===== src/rtl/alu_exec_unit.sv =====
// alu_exec_unit: handshaked ALU execute stage with one-entry output register; ALU_EXEC_MUL_EN adds an iterative shift-add multiply on code 100
module alu_exec_unit #(
    parameter int XLEN = 32
) (
    input  logic            clk,
    input  logic            rst_n,
    input  logic            in_valid,
    output logic            in_ready,
    input  logic [2:0]      cs_alu_ctrl,
    input  logic [XLEN-1:0] src_a,
    input  logic [XLEN-1:0] src_b,
    output logic            out_valid,
    input  logic            out_ready,
    output logic [XLEN-1:0] alu_result,
    output logic            alu_zero,
    output logic            alu_illegal
);
    typedef enum logic [1:0] {IDLE = 2'd0, BUSY = 2'd1, DONE = 2'd2} state_t;
    state_t state, state_nxt;
    logic accept, legal, is_mul, mul_last;
    logic [XLEN-1:0] sc_res, mul_res;
    assign accept = in_valid & in_ready;
    assign legal = cs_alu_ctrl inside {3'b000, 3'b001, 3'b010, 3'b011, 3'b101};
    always_comb begin
        sc_res = cs_alu_ctrl == 3'b000 ? src_a + src_b :
                 cs_alu_ctrl == 3'b001 ? src_a - src_b :
                 cs_alu_ctrl == 3'b010 ? src_a & src_b :
                 cs_alu_ctrl == 3'b011 ? src_a | src_b :
                 cs_alu_ctrl == 3'b101 ? {{(XLEN-1){1'b0}}, $signed(src_a) < $signed(src_b)} :
                 '0;
    end
`ifdef ALU_EXEC_MUL_EN
    localparam int CW = $clog2(XLEN + 1);
    logic [XLEN-1:0] mcand, mplr, acc, acc_nxt;
    logic [CW-1:0] cnt;
    assign is_mul = cs_alu_ctrl == 3'b100;
    assign acc_nxt = acc + (mplr[0] ? mcand : '0);
    assign mul_last = state == BUSY && cnt == CW'(1);
    assign mul_res = acc_nxt;
    always_ff @(posedge clk or negedge rst_n) begin
        if (!rst_n) begin
            mcand <= '0;
            mplr <= '0;
            acc <= '0;
            cnt <= '0;
        end else if (accept && is_mul) begin
            mcand <= src_a;
            mplr <= src_b;
            acc <= '0;
            cnt <= CW'(XLEN);
        end else if (state == BUSY) begin
            acc <= acc_nxt;
            mcand <= mcand << 1;
            mplr <= mplr >> 1;
            cnt <= cnt - CW'(1);
        end
    end
`else
    assign is_mul = 1'b0;
    assign mul_last = 1'b0;
    assign mul_res = '0;
`endif
    always_ff @(posedge clk or negedge rst_n) begin
        if (!rst_n) state <= IDLE;
        else state <= state_nxt;
    end
    always_comb begin
        state_nxt = accept ? (is_mul ? BUSY : DONE) :
                    mul_last ? DONE :
                    (state == DONE && out_ready) ? IDLE : state;
    end
    always_comb begin
        in_ready = state == IDLE || (state == DONE && out_ready);
        out_valid = state == DONE;
    end
    // Result is only rewritten on an accept or multiply completion, both impossible while a result is stalled.
    always_ff @(posedge clk or negedge rst_n) begin
        if (!rst_n) begin
            alu_result <= '0;
            alu_zero <= 1'b0;
            alu_illegal <= 1'b0;
        end else if (accept && !is_mul) begin
            alu_result <= sc_res;
            alu_zero <= sc_res == '0;
            alu_illegal <= !legal;
        end else if (mul_last) begin
            alu_result <= mul_res;
            alu_zero <= mul_res == '0;
            alu_illegal <= 1'b0;
        end
    end
endmodule


===== config.mk =====
export PLATFORM = sky130hd
export DESIGN_NAME = alu_exec_unit
export DESIGN_NICKNAME = d
export VERILOG_FILES = /design/src/rtl/alu_exec_unit.sv
export SDC_FILE = /design/constraint.sdc
export NUM_CORES = 1
export LEC_CHECK = 0
export CAP_MARGIN = 10
export CORE_ASPECT_RATIO = 0.7
export CORE_MARGIN = 2
export CORE_UTILIZATION = 30
export DETAILED_ROUTE_END_ITERATION = 16
export PLACE_DENSITY = 0.61
export SETUP_SLACK_MARGIN = 0.5
export SLEW_MARGIN = 20
export SYNTH_ARGS = -nofsm -noshare
export SYNTH_HDL_FRONTEND = slang
export SYNTH_SLANG_ARGS = --single-unit

===== constraint.sdc =====
create_clock -name clk -period 2.5 [get_ports clk]
set_clock_uncertainty 0.1 [all_clocks]
set_input_delay 0.5 -clock clk [delete_from_list [all_inputs] [get_ports clk]]
set_output_delay 0.5 -clock clk [all_outputs]
set_load 0.01 [all_outputs]

### Word-level counts from Yosys, hierarchy flattened

Cells that the tools add are included.
Widths: inputs -> output; s select.

* register bits: 36
* word-level logic and storage cells: 30

* bitwise operators: 3
* multiplexer cells: 7
* eq/ne operators: 5
* add/sub/neg operators: 2
* reductions and logical operators: 8
* $lt $le $gt $ge: 1

Operators with widths (count)
* $mux 32: 4
* $add 32x32->32: 1
* $and 32x32->32: 1
* $logic_not 32->1: 1
* $lt 32x32->1: 1
* $or 32x32->32: 1
* $sub 32x32->32: 1
* $eq 3x2->1 const B: 2
* $reduce_bool 5->1: 1
* $mux 2: 2
* $eq 3x1->1 const B: 1
* $eq 3x3->1 const B: 1
* $logic_not 3->1: 1
* $eq 2x2->1 const B: 1
* $logic_not 2->1: 1
* $reduce_bool 2->1: 1
* $and 1x1->1: 1
* $logic_and 1x1->1: 1
* $logic_not 1->1: 1
* $logic_or 1x1->1: 1
* $mux 1: 1

### Longest topological paths before layout

Gate-level depths: netlist (run 1).

* word-level depth: 7
* gate-level depth with buffers: 15
* gate-level depth less buffers: 14

### Least setup slack after synthesis (run 1)

No wires, ideal clock.

* kind: input to register
* start point: input port src_a[4]
* end point: register alu_zero
* stages: 13
* arrival: 3217 ps
* buffers on the path: 0
* slack: -921 ps
* cells stage by stage: inv_1 -> ha_1 -> nor2_1 -> o211ai_2 -> a2111oi_4 -> or4_1 -> o211ai_2 -> and4b_1 -> nor3_2 -> o311ai_1 -> xnor2_1 -> o22ai_1 -> o41ai_2

* longest elaborated chain between the ends: 7
* elaborated cells between the ends (all ways): 11
* those cells by class: add/sub: 2; order compare: 1; mux: 5; bitwise: 2; reduce/logical: 1

Ends and longest elaborated chain
* start, declared: RTL line 10 `input logic [XLEN-1:0] src_a,`
* $lt 32x32->1: RTL line 29 `cs_alu_ctrl == 3'b101 ? {{(XLEN-1){1'b0}}, $signed(src_a) < $signed(src_b)} :`
* $mux 1: RTL line 29
* $mux 32: RTL line 28 `cs_alu_ctrl == 3'b011 ? src_a | src_b :`
* $mux 32: RTL line 27 `cs_alu_ctrl == 3'b010 ? src_a & src_b :`
* $mux 32: RTL line 26 `cs_alu_ctrl == 3'b001 ? src_a - src_b :`
* $mux 32 (*): RTL line 25 `sc_res = cs_alu_ctrl == 3'b000 ? src_a + src_b :`
* $logic_not 32->1 (*): RTL line 84 `alu_zero <= sc_res == '0;`
* end signal, assigned: RTL line 80 `alu_zero <= 1'b0;`
* end signal, assigned: RTL line 84
* end signal, assigned: RTL line 88 `alu_zero <= mul_res == '0;`
* end, declared: RTL line 15 `output logic alu_zero,`

Mark *: on every way between the ends. The rest lies on a longest branch, timed or not.
A chain may end at the register's enable or synchronous reset.

### Worst setup path after layout (run 1)

* start point: input port src_a[0]
* end point: register alu_zero

The elaborated chain is that of the path after synthesis.

==> results of run 1 <==
-- metal layers --
| layer | wire (um) | up-vias | GRT usage, % |
|---|---|---|---|
| met3 | 3070 | 51 | 5.83 |
| met1 | 15300 | 4340 | 39.7 |
| li1 | - | 4339 | - |
| met4 | 455 | 0 | 3.80 |
| met5 | 0 | - | 0 |
| met2 | 13000 | 493 | 38.6 |
-- where the power goes --
| part | total, mW | internal, mW | switching, mW |
|---|---|---|---|
| Sequential | 0.731 | 0.662 | 0.0688 |
| Combinational | 3.16 | 1.61 | 1.55 |
| Clock | 0.744 | 0.471 | 0.273 |
| Total | 4.64 | 2.75 | 1.89 |
-- flip-flops by register name (all words and copies together), names as in the netlist --
register and cells:
state 1, alu_result 32, alu_zero 1, alu_illegal 1
-- cell families (layout without fill, tap and decap cells) --
group / count (synthesis) / after routing / share of synthesized area (%)
AOI/OAI and AO/OA: 321 / 321 / 33.2
xor gates and xnor gates: 15 / 15 / 1.96
adders and majority gates: 98 / 98 / 18.5
buffers and inverters: 146 / 606 / 8.43
DFF: 35 / 35 / 13.1
muxes: 25 / 25 / 4.11
and+or+nand+nor: 301 / 301 / 20.7
-- cells in the final DEF (no fill, tap or decap), types with 16 or more instances in the layout --
cell type	synthesis	routed
buf_4	1	347
nor2_1	99	84
nand2_1	89	80
ha_1	96	57
a21oi_1	78	54
buf_6	0	54
clkdlybuf4s50_1	0	52
inv_2	6	44
inv_1	90	40
dfrtp_1	35	35
ha_4	0	30
o21ai_0	53	21
o211ai_1	20	20
o21ai_2	0	19
a21oi_2	0	18
nand4_1	17	17
buf_2	10	16
-- worst paths after layout --
path                                                start                   endpoint  slack [ns]  depth (start not counted)
worst max-delay path                             src_a[0]       alu_zero$_DFFE_PN0P_       -1.01                         16
worst min-delay path                                rst_n    alu_illegal$_DFFE_PN0P_        0.17                          2
worst max register to register       state[1]$_DFFE_PN0P_       alu_zero$_DFFE_PN0P_        0.95                          7
worst min register to register  alu_result[0]$_DFFE_PN0P_  alu_result[0]$_DFFE_PN0P_        0.38                          2
max in group asynchronous                           rst_n  alu_result[5]$_DFFE_PN0P_        1.77                          2
min in group clk                alu_result[0]$_DFFE_PN0P_  alu_result[0]$_DFFE_PN0P_        0.38                          2
-- repair_timing --
item | CTS | global route
endpoints found under the setup margin | 34 | 34
pin swaps | 107 | 69
buffers inserted | 47 | 23
endpoints found under the hold margin | 0 | 0
gates cloned | 0 | 0
resized for setup | 381 | 101
-- per-stage QoR --
| step | utilization (%) | worst slack [ns] | setup TNS (ns) | std cells | area [um^2] |
|---|---|---|---|---|---|
| 2_1_floorplan | - | -0.701 | -4.30 | 941 | 7320 |
| 3_3_place_gp | 50.1 | -1.78 | -34.11 | 1605 | 10900 |
| 3_5_place_dp | 50.1 | -1.85 | -34.80 | 1605 | 10900 |
| 4_1_cts | 56.4 | -0.867 | -10.02 | 1660 | 12300 |
| 5_1_grt | 58.9 | -1.09 | -13.22 | 1683 | 12800 |
| 6_report | 58.9 | -1.01 | -11.47 | 1683 | 12800 |
-- cell type report --
type,count,share of cell area [%]
repair buffers,501,32.5
multi-input cells,760,53.3
well taps,282,2.75
clock inverters,3,0.341
flip-flops and latches,35,6.83
inverters,97,3.34
clock buffers,5,0.975
==> flow_summary_export.csv, run 1 <==
group,metric,value,unit
run_status,status,"complete, but fails checks",
run_status,violations,"negative setup slack",
route,avgViaCountPerCell,5.48,
critical_path,cp_max_fo,5,
pwr,p_per_area,361,nW/um^2
yosys,synth.avg_cell_area,7.11,um^2
route,wl_per_cell,18.9,um
clock_tree,cts_root_buf,"clkbuf_16",
die,die_area,23500,um^2
timing,fmax,0.285,GHz
hold_path,min_path_type,"in -> async",
yosys,synth_top_area_share,17.9,%
timing,setup_viol,25,
layout,insertedDiodeCount,0,
yosys,synth_cell_types,74,
route,drt-pass1-iter-count,6,
route,drt_iter0_drc,1008,
timing,hold_violations,0,
yosys,yosys.cell_count.top_type,"nor2_1",
layout,fin_nets,1569,
yosys,synthTopCellsByArea,"ha_1 (18%), dfrtp_1 (13%), a21oi_1 (5.8%)",
clock_tree,clkSinkCount,35,
die,fp.dieH,129,um
critical_path,cp_num_buf_inv,3,
grt,grt_antenna_before_repair,0,
layout,multi_input_area,6830,um^2
pwr,power.leakage,5.79,nW
die,rows,45,
critical_path,arrival,3.60,ns
grt,grt_remaining_overflow,0,
route,ant_nets,0,
yosys,yosysTopAreaCell,"ha_1",
pwr,finalPower,4.64,mW
yosys,synth_ff_type,"dfrtp_1",
die,core_area,21800,um^2
yosys,syn-cell-area,6690,um^2
timing,setup_slack,-1.01,ns
place,gp_congestion,1.03,
route,via_count,9223,
layout,seq_area,876,um^2
timing,slew_viol_final,0,
yosys,synth_edf_count,0,
critical_path,path_cells,"buf_8 -> buf_6 -> inv_12 -> ha_4 -> fa_2 -> nor2_4 -> o311ai_4 -> a21oi_2 -> o2111ai_2 -> nand3_4 -> xnor2_2 -> a211oi_2 -> or3_1 -> nor4_2 -> nand4_1 -> o41ai_2",
grt,grt_pass1_vias,8774,
critical_path,crit_slowest_cell,"o311ai_4",
critical_path,required,2.59,ns
timing,finalCriticalPeriod,3.51,ns
yosys,yosysSeqAreaShare,13.1,%
critical_path,end_kind,"flop",
pwr,peakVddDrop,328,uV
critical_path,worstSetupPathType,"in -> reg",
yosys,syn_inst,941,
timing,maxSlewHeadroom,59.5,%
run,maxCapViolations,0,
timing,fin_crit_sh,140,%
place,io_buffers,106,
route,routed_wl,31.8,mm
grt,grt_max_degree,36,
layout,nFillCells,1966,
layout,area_growth,91.6,%
die,die_x,183,um
grt,track_usage,26.3,%
clock_tree,clk_pin_slew,0.06,ns
yosys,synth-seq-cells,35,
clock_tree,insertion_delay,0.29,ns
clock_tree,tritoncts,"done",
yosys,yosysWarnings,0,
clock_tree,cts.hold.buffers_added,0,
die,initial_core_util,30.7,%
yosys,syn_nets,1110,
clock_tree,htreeDepth,2,
critical_path,critPathLaunchType,"primary input",
grt,grt_pass1_wl,48.8,mm
route,drc,0,
critical_path,crit_family,"compound AO/OA/AOI/OAI gates",
clock_tree,cts-buffers-inserted,5,
yosys,synth_commonest_cells,"nor2_1 (99), ha_1 (96), inv_1 (90), nand2_1 (89), a21oi_1 (78)",
clock_tree,cts_buffer_depth,2,
yosys,synthArstFlopShare,100,%
timing,tightestPinTransition,0.603,ns
layout,drive_above_1_share,53.1,%
critical_path,slowest_delay,0.46,ns
timing,hold_ws,0.171,ns
timing,rsz0062_at_grt,"yes",
die,boundaryPins,107,
place,hpwl,25.2,mm
Note: power is estimated with default switching activity, not from simulation.
==> run 2, diff against run 1 <==
Settings changed: CTS_CLUSTER_SIZE set to 40.
==> results of run 2 <==
No change in the layout: final DEF, timing and power equal those of run 1.
==> run 3, diff against run 2 <==
Settings changed: PLACE_DENSITY 0.61 to 0.63.
Clock period 2.5 ns to 2.96 ns, I/O delays scaled along.
==> flow_summary_export.csv, run 3 (synthesis gave the netlist of run 1 again) <==
group,metric,value,unit
layout,drive_above_1_share,55.0,%
critical_path,rrSetupSlack,1.35,ns
grt,grt_pass1_vias,9280,
clock_tree,cts.hold.buffers_added,0,
layout,insertedDiodeCount,0,
grt,grt_remaining_overflow,0,
grt,grt_max_degree,36,
layout,area_growth,100,%
clock_tree,insertion_delay,0.28,ns
clock_tree,cts_buffer_depth,2,
route,wl_per_cell,19.4,um
layout,finalNonFillerCells,1703,
die,die_x,183,um
die,initial_core_util,30.7,%
place,gp_congestion,1.02,
grt,grt_use_met3,5.09,%
route,avgViaCountPerCell,5.53,
place,io_buffers,106,
route,drt_iter0_drc,907,
clock_tree,tritoncts,"done",
critical_path,reg2reg_depth,7,
timing,rsz0062_at_grt,"yes",
timing,fmax,0.281,GHz
clock_tree,clk_pin_slew,0.06,ns
layout,fin_nets,1589,
route,drc,0,
hold_path,min_path_type,"in -> async",
die,rows,45,
layout,finalCoreUtilization,61.6,%
layout,final_common_cell,"buf_4",
clock_tree,cts_root_buf,"clkbuf_16",
critical_path,r2r-end,"alu_zero$_DFFE_PN0P_",
die,fp.dieH,129,um
clock_tree,htreeDepth,2,
route,ant_nets,0,
timing,finalCriticalPeriod,3.56,ns
clock_tree,cts-buffers-inserted,5,
layout,final_cell_mix,"buf_4 (329), buf_6 (91), nor2_1 (79)",
grt,grt_pass1_wl,51.2,mm
run,maxCapViolations,0,
place,hpwl,25.0,mm
die,die_area,23500,um^2
critical_path,required,3.04,ns
route,drt-pass1-iter-count,5,
route,routed_wl,33.1,mm
critical_path,worstSetupPathType,"in -> reg",
critical_path,end_kind,"flop",
critical_path,cp_max_fo,2,
run_status,status,"complete, but fails checks",
critical_path,r2r-start,"state[1]$_DFFE_PN0P_",
grt,grt_antenna_before_repair,0,
grt,busiest_layer,"met2",
die,boundaryPins,107,
timing,setup_slack,-0.598,ns
pwr,power.leakage,5.95,nW
die,core_area,21800,um^2
grt,track_usage,27.4,%
clock_tree,clkSinkCount,35,
grt,grt_use_met2,42.3,%
timing,setup_viol,17,
timing,maxSlewHeadroom,42.4,%
route,via_count,9422,
critical_path,critPathLaunchType,"primary input",
timing,fin_crit_sh,120,%
layout,largest_reg_flops,32,
grt,grtUsageMet1,39.9,%
pwr,peakVddDrop,246,uV
layout,regMostFlops,"alu_result",
run_status,violations,"negative setup slack",
timing,slew_viol_final,0,
critical_path,arrival,3.64,ns
timing,hold_violations,0,
timing,tightestPinTransition,0.863,ns
pwr,p_per_area,304,nW/um^2
place,place_inst,1608,
run 3: cell types whose count changed in the layout (fill, tap and decap cells not counted), moves of 7 or more:
cell           previous run  this run
a21oi_1                  54        46
buf_4                   347       329
buf_6                    54        91
dlygate4sd2_1             9        16
ha_1                     57        49
ha_2                      9        16
run 3: cell type report:
type / instances / area, um^2
clock buffers: 5 / 125
clock inverters: 3 / 47.5
fillers: 1823 / 8380
inverters: 97 / 428
multi-input cells: 760 / 7100
flip-flops and latches: 35 / 876
well taps: 282 / 353
repair buffers: 521 / 4490
run 3: per-stage QoR:
stage                     setup WS, ns  cell area, um^2  power [mW]  TNS [ns]  hold WS (ns)
final                           -0.598            13400        4.08     -4.63         0.320
after global routing            -0.780            13400        4.27     -6.28         0.392
after CTS                       -0.636            12900        3.86     -3.78         0.338
after detailed placement         -1.46            10900        2.76    -22.20         0.370
after global placement           -1.46            10900        2.73    -21.61         0.364
after floorplan                 -0.333             7290        1.65    -0.910         0.196
run 3: where the power goes:
group	total (mW)	internal (mW)	switching, mW
logic	2.82	1.45	1.37
clock network	0.631	0.402	0.229
registers	0.624	0.559	0.0649
total	4.08	2.41	1.67
run 3: worst max-delay path by stage:
stage / start / end / slack (ns)
2_1_floorplan: src_a[16] / alu_zero$_DFFE_PN0P_ / -0.33
3_3_place_gp: src_a[0] / alu_zero$_DFFE_PN0P_ / -1.46
3_5_place_dp: src_a[0] / alu_zero$_DFFE_PN0P_ / -1.46
4_1_cts: src_b[0] / alu_zero$_DFFE_PN0P_ / -0.64
5_1_grt: src_a[0] / alu_zero$_DFFE_PN0P_ / -0.78
6_report: src_b[0] / alu_zero$_DFFE_PN0P_ / -0.60
run 3: critical path: stages:
cell and delay (ns):
buf_8 0.10, buf_6 0.11, ha_4 0.16, fa_2 0.40, nor2_4 0.14, o311ai_4 0.13
buf_4 0.16, a211o_1 0.26, a31o_4 0.24, xnor2_4 0.15, a32oi_1 0.19, nand4_1 0.13
nor4_1 0.30, and4b_1 0.25, nand4_1 0.11, o41ai_2 0.21
run 3: routing by layer:
metal | up-vias | routed length (um)
met4 | 0 | 507
li1 | 4369 | -
met2 | 494 | 14200
met3 | 53 | 3170
met5 | - | 0
met1 | 4506 | 15200
run 3: what timing repair did:
item / 4_1_cts / 5_1_grt
cloned: 0 / 0
setup buffers: 76 / 11
setup endpoints to repair: 33 / 31
pin swaps: 165 / 56
resized for setup: 457 / 87
